<file path="src/rtl/piece_randomizer.sv">
// Turns the controller LFSR bit stream into tetromino IDs 0..6 with optional 7-bag dealing.
// One registered piece is offered at a time on a valid/ready handshake.
//
// state   | meaning
// --------+---------------------------------------------------------------
// S_FILL  | shift three rand_bit samples into cand, MSB first
// S_CHECK | accept cand, reject it, or force the lowest free ID
// S_HOLD  | piece_id/bag_left presented with piece_valid=1 until piece_ready
module piece_randomizer #(
    parameter bit          BAG_MODE   = 1'b1,
    parameter int unsigned MAX_REJECT = 8
) (
    input  logic       clk,
    input  logic       reset,
    input  logic       rand_bit,
    input  logic       piece_ready,
    output logic       piece_valid,
    output logic [2:0] piece_id,
    output logic [2:0] bag_left
);

    localparam int REJ_W = (MAX_REJECT > 1) ? $clog2(MAX_REJECT) : 1;

    typedef enum logic [1:0] {
        S_FILL,
        S_CHECK,
        S_HOLD
    } state_t;

    state_t           state;
    logic [1:0]       bit_cnt;
    logic [2:0]       cand;
    logic [REJ_W-1:0] rej_cnt;
    logic [6:0]       used;

    logic [7:0]       used_ext;
    logic             cand_ok;
    logic             rej_last;
    logic [2:0]       free_id;
    logic [2:0]       pick_id;
    logic [6:0]       pick_mask;
    logic [6:0]       used_next;
    logic             bag_done;

    // ID 7 is treated as permanently dealt so the bag test never indexes past used[6]
    assign used_ext  = {1'b1, used};
    assign cand_ok   = (cand != 3'd7) && (!BAG_MODE || !used_ext[cand]);
    assign rej_last  = (rej_cnt == REJ_W'(MAX_REJECT - 1));
    assign pick_id   = cand_ok ? cand : free_id;
    assign pick_mask = 7'b1 << pick_id;
    assign used_next = used | pick_mask;
    assign bag_done  = (used_next == 7'h7F);

    // Lowest undealt ID; always 0 in uniform mode because used stays clear
    always_comb begin
        free_id = 3'd0;
        for (int i = 6; i >= 0; i--) begin
            if (!used[i]) begin
                free_id = 3'(i);
            end
        end
    end

    always_ff @(posedge clk) begin
        if (reset) begin
            state       <= S_FILL;
            bit_cnt     <= 2'd0;
            cand        <= 3'd0;
            rej_cnt     <= '0;
            used        <= 7'b0;
            piece_valid <= 1'b0;
            piece_id    <= 3'd0;
            bag_left    <= 3'd7;
        end else begin
            case (state)
                S_FILL: begin
                    cand    <= {cand[1:0], rand_bit};
                    bit_cnt <= bit_cnt + 2'd1;
                    if (bit_cnt == 2'd2) begin
                        state <= S_CHECK;
                    end
                end
                S_CHECK: begin
                    if (cand_ok || rej_last) begin
                        piece_id    <= pick_id;
                        piece_valid <= 1'b1;
                        rej_cnt     <= '0;
                        state       <= S_HOLD;
                        if (BAG_MODE) begin
                            if (bag_done) begin
                                used     <= 7'b0;
                                bag_left <= 3'd7;
                            end else begin
                                used     <= used_next;
                                bag_left <= bag_left - 3'd1;
                            end
                        end
                    end else begin
                        rej_cnt <= rej_cnt + REJ_W'(1);
                        bit_cnt <= 2'd0;
                        state   <= S_FILL;
                    end
                end
                S_HOLD: begin
                    if (piece_ready) begin
                        piece_valid <= 1'b0;
                        bit_cnt     <= 2'd0;
                        state       <= S_FILL;
                    end
                end
                default: begin
                    state <= S_FILL;
                end
            endcase
        end
    end

endmodule

</file>
<file path="config.mk">
export PLATFORM = sky130hd
export DESIGN_NAME = piece_randomizer
export DESIGN_NICKNAME = d
export VERILOG_FILES = /design/src/rtl/piece_randomizer.sv
export SDC_FILE = /design/constraint.sdc
export NUM_CORES = 1
export LEC_CHECK = 0
export ABC_AREA = 0
export CORE_MARGIN = 4
export CORE_UTILIZATION = 45
export DETAILED_ROUTE_END_ITERATION = 8
export PLACE_DENSITY = 0.69
export REMOVE_ABC_BUFFERS = 1
export SYNTH_ARGS = -nofsm -noshare
export SYNTH_HDL_FRONTEND = slang
export SYNTH_SLANG_ARGS = --single-unit
</file>
<file path="constraint.sdc">
create_clock -name clk -period 4.52 [get_ports clk]
set_input_delay 1.356 -clock clk [delete_from_list [all_inputs] [get_ports clk]]
set_output_delay 1.356 -clock clk [all_outputs]
set_load 0.1 [all_outputs]
</file>
# Yosys cells after proc, flatten, opt, wreduce, memory -nomap -nowiden
# Cells that the tools add are included.
# word_totals
output_inout_bits	7
input_bits	4
n_memories	0
rom_bits	0
latchBits	0
register_bits	24
ram_bits	0
wordCells	56
# classes
eq_ne	10
magnitude_cmp	1
addsub	3
mux	22
reduce_logical	10
shift	1
div_mod_pow	0
mul	0
bitwise	1
# ops
operator	count
$mux W3	10
$pmux W2 S3	2
$mux W2	4
$ne A2 B2 Y1 const B	4
$eq A7 B7 Y1 const B	1
$mux W7	1
$or A7 B7 Y7	1
$shl A1 B3 Y7 const A	1
$reduce_and A3 Y1	2
$eq A2 B2 Y1 const B	2
$lt A3 B4 Y1 const B	1
$reduce_and A2 Y1	2
$add A3 B1 Y3 const B	1
$bmux W1 S3	1
$eq A3 B3 Y1 const B	1
$mux W1	3
$ne A3 B3 Y1 const B	1
$reduce_bool A3 Y1	1
$sub A3 B1 Y3 const B	1
$add A2 B1 Y2 const B	1
$eq A2 B1 Y1 const B	1
$logic_not A2 Y1	1
$pmux W1 S2	1
$reduce_bool A2 Y1	1
3 further kinds	3

# Depth between registers and ports, before layout
# logic_depth
ltp_word	12
mapped_depth	8
mapped_depth_nobuf	6

# Worst setup path after synthesis
# Ideal clock, no wire load.
# synth_path
path_kind	flip-flop to output port
start	register bag_left[0]
end	output bag_left[0]
setup_slack_ps	2209
path_stages_with_launch	1
path_buffers	0
required_time_ps	3164
arrival_time_ps	955
cell_sequence	dfxtp_1
# synth_lines
element	line	text
start: declaration	19	output logic [2:0] bag_left
start signal: assignment	95	bag_left <= bag_left - 3'd1;
# No word-level cell between the ends.

# Final worst setup path
# layout_path
start	register bag_left[0]
end	output bag_left[0]
# No word-level cell between the ends.

==> summary.txt <==
Power
  – PwrDens: 570 mW/mm2
  – Internal: 497 uW
  – Switching share of total power: 0.461
  – Power Total: 922 uW
  – Worst VDD drop: 202 uV
  – Clock share of power: 0.169
  – Sw power: 425 uW
  – Pleak: 0.000630 uW
  – Sequential share of power: 0.339
  – Logic pwr share: 0.492

Layout
  – Most frequent cells in the layout: 24 x a21oi_1, 24 x dfxtp_1, 16 x nor2_1
  – Antenna cells: 0
  – Layout cells sized above 1: 0.0663
  – Filler instances: 309
  – Final core utilization: 0.526
  – Area Overhead vs Synth: 11.6%
  – Final #Nets: 194
  – Fin area: 0.00162 mm2

Drt
  – Drt pass-1 iters: 4
  – Post-Route WL: 3200 um
  – Vias/cell: 5.92
  – Post-DRT Antenna Nets: 0
  – Via count: 1331
  – DRC viols: 0
  – WL/cell: 14.2 um
  – DRT iter0 DRCs: 50

Flow run
  – Max-cap viol count: 0

Critical path
  – Reg-to-reg startpoint: cand[0]$_SDFFE_PP0P_
  – Worst setup SP type: flop
  – Delay of the slowest cell on the worst path: 1150 ps
  – Kind of critical path: reg2out
  – R2R cell count: 6
  – CP bufs+invs: 1
  – Crit path DAT: 1870 ps
  – Reg2reg setup slack: 1910 ps
  – Slowest CP cell: clkdlybuf4s50_1
  – Worst-path maximum fanout: 3
  – CP endpoint kind: output port
  – Levels on crit path: 1
  – Crit path from: bag_left[0]$_SDFFE_PP1P_
  – Critical path data required time: 3160 ps
  – Top Family by Delay on Critical Path: buffers and inverters
  – Worst r2r dst: bit_cnt[1]$_SDFFE_PP0P_
  – Critical Path Sink: bag_left[0]
  – CP Cell Sequence: clkdlybuf4s50_1

Placement
  – # port buffers: 10
  – DPL Wire Length: 2500 um
  – Placed Area: 0.00157 mm2
  – Place WS: 1520 ps
  – GPL Wtd Cong: 0.871

GRT
  – Initial antenna violation count: 0
  – Remaining Overflow, GRT: 0
  – Largest net degree at the start of global routing: 19
  – GRT Overall Usage: 0.161
  – Vias in the first global route: 1242
  – First-pass GRT wire length: 5430 um

Logic synthesis
  – Synth Instances: 175
  – Ys Warns: 0
  – Async S/R FF share, synth: 0
  – Post-Syn Area: 0.00145 mm2
  – Post-synthesis sequential area ratio: 0.331
  – Mean area per synthesized cell: 8.29 um2
  – Flops & latches, synth: 24
  – Synth Flop Type: dfxtp_1
  – EDFF count, synth: 0
  – Distinct cells, synth: 51

CTS
  – Total setup buffers inserted after CTS: 0
  – CTS buffer count: 3
  – CTS Sinks: 24
  – Clk buf depth: 2
  – Clk_lat worst skew: 320 ps
  – CTS resizes: 0
  – H-tree depth: 1
  – Hold_buf cts: 0
  – Clock slew at reported path FFs: 130 ps
  – CTS tree: built
  – Root Buffer: clkbuf_4

STA
  – Slew HR: 0.351
  – Worst-Margin Slew: 970 ps
  – RSZ-0062 raised after global routing: false
  – Max Fclk: 0.310 GHz
  – Period minus WS final: 3230 ps
  – Worst setup margin: 1290 ps
  – Max Slew Vio Count: 0
  – Final hold violations: 0
  – Final-report setup violation count: 0
  – Worst Clk Skew: 4.10 ps
  – Total Neg Setup Slack: 0 ps
  – Fin crit share: 0.714

Die
  – Die width: 64.8 um
  – Ports: 11
  – Die Footprint: 0.00419 mm2
  – # rows: 20
  – Die Ht: 64.8 um
  – Initial core utilization: 0.471
  – Core Area: 0.00308 mm2

Status
  – Status: finished clean

Worst hold path
  – Hold crit path type: reg2reg
  – Min-delay src: rej_cnt[2]$_SDFFE_PP0N_
==> per-stage QoR <==
step           hold slack, ps  std cells
2_1_floorplan             430        167
6_report                  471        225
3_3_place_gp              444        221
4_1_cts                   474        225
5_1_grt                   505        225
3_5_place_dp              455        221
==> synthesized netlist by cell type (2+ instances only) <==
master	instances	area (um2)
a21oi_1	24	120
dfxtp_1	24	480
nor2_1	16	60.1
nand2_1	15	56.3
inv_1	11	41.3
mux2i_1	9	90.1
ha_1	8	100
o21ai_0	6	30.0
nor2b_1	5	31.3
clkbuf_1	4	15.0
nand3_1	4	20.0
nor3_1	3	15.0
a32o_1	2	20.0
buf_2	2	10.0
nor4_1	2	12.5
o211a_1	2	20.0
o21a_1	2	15.0
o31ai_1	2	15.0
or3_1	2	12.5
==> kinds of logic after synthesis <==
family          Yosys count  synth area share
compound gates           58             0.284
simple gates             55             0.186
flops                    24             0.331
buf+inv                  19            0.0561
mux                       9            0.0621
fa+ha+maj                 8            0.0690
xor+xnor                  2            0.0121
==> state kept, by name, summed over array words and instances (netlist names) <==
signal / flops
bag_left: 3
state: 2
rej_cnt: 3
used: 7
piece_valid: 1
piece_id: 3
cand: 3
bit_cnt: 2
==> power groups by stage <==
stage,clock network [uW],registers [uW],logic (uW)
2_1_floorplan,0,427,238
6_report,156,313,454
3_5_place_dp,0,318,455
4_1_cts,158,313,457
5_1_grt,166,321,496
3_3_place_gp,0,314,442
==> worst min path at each step <==
stage,to,slack (ps),depth (start not counted)
finish,rej_cnt[2]$_SDFFE_PP0N_,470,2
global route,bit_cnt[1]$_SDFFE_PP0P_,510,2
floorplan,bit_cnt[1]$_SDFFE_PP0P_,430,2
detailed placement,rej_cnt[2]$_SDFFE_PP0N_,460,2
CTS,rej_cnt[2]$_SDFFE_PP0N_,470,2
global placement,bit_cnt[1]$_SDFFE_PP0P_,440,2
==> routing by layer <==
layer | routed length, um | share of wire | GRT usage | up-vias
met5 | 0 | 0 | 0 | -
met3 | 104 | 0.032 | 0.0225 | 4
met1 | 1410 | 0.44 | 0.187 | 635
met4 | 31 | 0.0097 | 0.0607 | 0
li1 | - | - | - | 664
met2 | 1650 | 0.52 | 0.296 | 28
==> layout make-up <==
cell class	instances	area, um2	area share
clock inverters	1	30.0	0.0186
well taps	44	55.1	0.0340
repair buffers	10	100	0.0619
multi-input cells	132	888	0.549
flip-flops and latches	24	480	0.297
clock buffers	3	22.5	0.0139
inverters	11	41.3	0.0255
Power figures use the tool's default switching activity.
